--- src/rtl/cv32e40p_print_tx_buffer.sv ---
// Elastic byte FIFO between the subsystem print port and the UART transmitter.
// Drains one byte per UART start/busy handshake and re-issues a start the UART never acknowledged.
module cv32e40p_print_tx_buffer #(
    parameter int unsigned DEPTH        = 16,
    parameter int unsigned BUSY_TIMEOUT = 32,
    parameter int unsigned CNT_W        = $clog2(DEPTH) + 1
) (
    input  logic             clk_i,
    input  logic             rst_ni,
    input  logic             print_valid_i,
    input  logic [31:0]      print_wdata_i,
    output logic             tx_start_o,
    output logic [7:0]       tx_data_o,
    input  logic             tx_busy_i,
    output logic [CNT_W-1:0] fifo_count_o,
    output logic             overflow_o,
    output logic [15:0]      drop_count_o
);

    localparam int unsigned AW = $clog2(DEPTH);
    localparam int unsigned TW = $clog2(BUSY_TIMEOUT + 1);
    localparam logic [TW-1:0] TIMEOUT_LAST = TW'(BUSY_TIMEOUT - 1);

    typedef enum logic [1:0] {
        IDLE,
        START,
        WAIT_BUSY,
        WAIT_DONE
    } state_e;

    state_e             state_q, state_d;
    logic [7:0]         mem_q [DEPTH];
    logic [AW:0]        wptr_q, wptr_d;
    logic [AW:0]        rptr_q, rptr_d;
    logic [CNT_W-1:0]   count_q, count_d;
    logic               overflow_q, overflow_d;
    logic [15:0]        drop_cnt_q, drop_cnt_d;
    logic [7:0]         tx_data_q, tx_data_d;
    logic [TW-1:0]      timeout_q, timeout_d;

    logic full, empty, push, pop, drop;
    logic unused_wdata;

    assign unused_wdata = ^print_wdata_i[31:8];

    // Extra pointer MSB distinguishes a full buffer from an empty one at equal addresses.
    assign empty = (wptr_q == rptr_q);
    assign full  = (wptr_q[AW] != rptr_q[AW]) && (wptr_q[AW-1:0] == rptr_q[AW-1:0]);

    // A full FIFO still accepts a write in the cycle the head is popped.
    assign push = print_valid_i && (!full || pop);
    assign drop = print_valid_i && !push;

    // NOTE: every variable gets a default first so no path through the block infers a latch.
    always_comb begin
        state_d   = state_q;
        tx_data_d = tx_data_q;
        timeout_d = timeout_q;
        pop       = 1'b0;
        case (state_q)
            IDLE: begin
                if (!empty) begin
                    pop       = 1'b1;
                    tx_data_d = mem_q[rptr_q[AW-1:0]];
                    state_d   = START;
                end
            end
            START: begin
                timeout_d = '0;
                state_d   = WAIT_BUSY;
            end
            WAIT_BUSY: begin
                if (tx_busy_i) begin
                    state_d = WAIT_DONE;
                end else if (timeout_q == TIMEOUT_LAST) begin
                    state_d = START;
                end else begin
                    timeout_d = timeout_q + TW'(1);
                end
            end
            WAIT_DONE: begin
                if (!tx_busy_i) state_d = IDLE;
            end
            default: state_d = IDLE;
        endcase
    end

    always_comb begin
        wptr_d     = push ? wptr_q + {{AW{1'b0}}, 1'b1} : wptr_q;
        rptr_d     = pop  ? rptr_q + {{AW{1'b0}}, 1'b1} : rptr_q;
        count_d    = count_q + CNT_W'(push) - CNT_W'(pop);
        overflow_d = overflow_q | drop;
        drop_cnt_d = drop_cnt_q;
        if (drop && (drop_cnt_q != 16'hFFFF)) drop_cnt_d = drop_cnt_q + 16'd1;
    end

    // NOTE: non-blocking assignments so every flop samples the pre-edge values of its peers.
    always_ff @(posedge clk_i or negedge rst_ni) begin
        if (!rst_ni) begin
            state_q    <= IDLE;
            wptr_q     <= '0;
            rptr_q     <= '0;
            count_q    <= '0;
            overflow_q <= 1'b0;
            drop_cnt_q <= '0;
            tx_data_q  <= 8'h00;
            timeout_q  <= '0;
        end else begin
            state_q    <= state_d;
            wptr_q     <= wptr_d;
            rptr_q     <= rptr_d;
            count_q    <= count_d;
            overflow_q <= overflow_d;
            drop_cnt_q <= drop_cnt_d;
            tx_data_q  <= tx_data_d;
            timeout_q  <= timeout_d;
        end
    end

    // NOTE: storage is not reset; the pointers alone decide which entries are meaningful.
    always_ff @(posedge clk_i) begin
        if (push) mem_q[wptr_q[AW-1:0]] <= print_wdata_i[7:0];
    end

    assign tx_start_o   = (state_q == START);
    assign tx_data_o    = tx_data_q;
    assign fifo_count_o = count_q;
    assign overflow_o   = overflow_q;
    assign drop_count_o = drop_cnt_q;

endmodule

--- config.mk ---
export PLATFORM = sky130hd
export DESIGN_NAME = cv32e40p_print_tx_buffer
export DESIGN_NICKNAME = d
export VERILOG_FILES = /design/src/rtl/cv32e40p_print_tx_buffer.sv
export SDC_FILE = /design/constraint.sdc
export NUM_CORES = 1
export LEC_CHECK = 0
export CORE_ASPECT_RATIO = 1.75
export CORE_MARGIN = 3
export CORE_UTILIZATION = 57
export CTS_CLUSTER_SIZE = 40
export DETAILED_ROUTE_END_ITERATION = 8
export HOLD_SLACK_MARGIN = 0.03
export PLACE_DENSITY_LB_ADDON = 0.12
export SLEW_MARGIN = 30
export SYNTH_ARGS = -nofsm -noshare
export SYNTH_HDL_FRONTEND = slang
export SYNTH_SLANG_ARGS = --single-unit
--- constraint.sdc ---
create_clock -name clk_i -period 3.6 [get_ports clk_i]
set_input_delay 0.72 -clock clk_i [delete_from_list [all_inputs] [get_ports clk_i]]
set_output_delay 0.72 -clock clk_i [all_outputs]
set_load 0.02 [all_outputs]
==> metrics <==
status=complete, no violations; clk root buf=clkbuf_16; syn_area_per_cell=between 15 and 20 um2; Leak=3.14 nW; Post-Syn Area=between 7000 and 8000 um2; asr flop ratio synth=a little over a quarter; first-pass GRT wire length=roughly 22,000 um; worst vdd ir=approximately 0.37 mV; CP startpoint=wptr_q[3]; Starting Density=about three fifths; Final Core Density=between 60% and 70%; Final Worst Setup Slack=roughly 870 ps; Worst Path Required=3910 ps; list of most frequent post-synthesis cells=edfxtp_1 (128), dfrtp_1 (48), mux4_2 (32), nand2_1 (24), xnor2_1 (23); Slew @ Worst Pin=approximately 780 ps; dpl hpwl=around 9700 um; crit-path max FO=10; post-synth cell types=40; RSZ-0062 raised after global routing=no; Max Clock Skew=about 11 ps; TritonCTS Buffers=17; CP arrival=~3000 ps; predominant post-synthesis flop cell=edfxtp_1; number of global-route vias before repair=roughly 4,200; Final setup viols=0; Syn. warnings=0; Clk network pwr share=26.0%; Placer Congestion=0.760; die span in x=91.9 um; # DRC=0; share of layout cells above drive strength 1=18.8%; Finished Layout Cells=between 600 and 700; placed cell count=658; nets@finish=around 560; Post-synth EDFFs=128; pre-CTS setup slack=about 660 ps; critical path class=reg2reg; # diodes=0; drt total wl=13,900 um; final hold vios=0; CP Launch Type=flip-flop; Top Ports=between 60 and 70; DR iter-0 viols=286; H-tree levels=4; max_cap viols=0; I/O Buffers=42; remaining antenna violation count=0; r2r setup slk=a little under 900 ps; Seq cells post-synth=between 150 and 200; Die Ht=approximately 160 um; crit end category=flip-flop; drt pass-1 iters=4; hold buffers post-CTS=0; core footprint=between 10,000 and 15,000 um2; share of the synthesized area in the top cell type=~52%; clock latency on the worst-skew pair=between 400 and 500 ps; largest net degree at the start of global routing=36; row cnt=between 50 and 60; via/cell ratio=between 5 and 6; Sw Pwr=about 2.2 mW; Worst-path clk slew=about 70 ps; dominant cells by area after synthesis=edfxtp_1 (52%), dfrtp_1 (16%), mux4_2 (9.8%); Layout area overhead=17.3%; synthesized instance count=446; cell-internal power=between 4 and 5 mW; Pwr Density=approximately 780 nW/um2; setup_tns=0 ps; register area share after synthesis=approximately two thirds; Layout fillers=around 900; count leader, synth=edfxtp_1; total track usage=between 20% and 30%; Worst R2R Path Depth=12; max frequency=between 0.3 and 0.4 GHz; clk sink count=around 180; syn nets=500; setup bufs post-CTS=0; Gates resized, CTS repair=0; Slew HR=47.6%; fin crit share=75.8%; cell accounting for the most synthesized area=edfxtp_1; Sw Ratio=between 30% and 40%; fin. max-slew vios=0; combinational power share=about a third; CTS tree=yes; Max clock buf depth=2; r2r startpoint=wptr_q[3]; worst hold path class=in2async; DR WL/cell=roughly 20 um; die area=~14,000 um2; vias=a little under 4,000; worst hold slack=roughly 310 ps; initial antenna violation count=0; Final min period=2730 ps; Seq pwr share=between 40 and 50%; worst reg2reg endpoint=fifo_count_o[4]; gr ovfl total=0
[worst max path at each step]
stage,end,cells after the start
floorplan,fifo_count_o[4],14
global placement,fifo_count_o[4],12
detailed placement,fifo_count_o[4],12
CTS,fifo_count_o[4],12
global route,fifo_count_o[4],12
finish,fifo_count_o[4],12
[metal layers]
layer | vias to the layer above | share of wire [%] | GRT usage [%]
met1 | 2041 | 37 | 23.2
met2 | 83 | 58 | 38.7
met5 | - | 0 | 0
met3 | 25 | 3.0 | 4.62
li1 | 1829 | - | -
met4 | 0 | 2.0 | 8.36
[sequential cells by signal, summed over array words and instances (netlist names)]
register	cells
state_q	2
tx_data_o	8
mem_q	128
fifo_count_o	5
drop_count_o	16
overflow_o	1
rptr_q	5
timeout_q	6
wptr_q	5
[cells in the final DEF (no fill, tap or decap), types with 4 or more instances in the layout]
master,instances
nor3_1,7
dfrtp_1,47
o21ai_0,8
clkinv_4,4
a21oi_1,7
ha_1,17
nand4_1,11
edfxtp_1,128
nand2b_1,5
mux2_2,10
a22oi_1,16
nand3_1,15
buf_4,20
nor2_1,16
xor2_1,9
and3_1,6
inv_1,20
clkbuf_16,17
xnor2_1,23
clkdlybuf4s50_1,41
mux4_2,32
clkinv_8,4
nand2_1,24
[worst max-delay path, stage by stage, from the launching register on]
cell and delay [ps]:
dfrtp_1 580, xor2_1 170, nor4_4 380, a21boi_1 180, ha_1 290, inv_1 50
ha_1 150, inv_1 50, fa_1 390, inv_1 80, a21o_1 110, a21oi_1 70
xnor2_1 120
[stage by stage]
| step | cell area (um2) | total power [mW] |
|---|---|---|
| after floorplan | 7350 | 4.32 |
| after CTS | 8620 | 6.79 |
| after global routing | 8620 | 7.06 |
| after global placement | 8040 | 4.95 |
| final | 8620 | 6.69 |
| after detailed placement | 8040 | 5.03 |
[power by group through the flow]
stage          combinational, mW  clock (mW)  sequential, mW
3_3_place_gp                2.21           0            2.74
2_1_floorplan               1.54           0            2.79
4_1_cts                     2.28        1.78            2.73
5_1_grt                     2.44        1.86            2.76
3_5_place_dp                2.27           0            2.77
6_report                    2.23        1.74            2.72
[cell type report]
cell class                      count  area (um2)  area share (%)
Tap cell                          168         210            2.44
Clock inverter                     15         155            1.80
Inverter                           20        75.1           0.871
Sequential cell                   176        5050            58.5
Timing Repair Buffer               62         566            6.56
Clock buffer                       17         425            4.93
Multi-Input combinational cell    232        2140            24.9
[kinds of logic (layout without fill, tap and decap cells)]
logic type	count (synthesis)	after routing	share of synthesized area, %
xor+xnor	32	32	3.81
buf+inv	38	114	2.23
flops	176	176	68.6
compound gates	41	41	3.80
fa+ha+maj	18	18	3.17
mux	43	43	11.5
simple gates	98	98	6.91
Power figures use the tool's default switching activity.
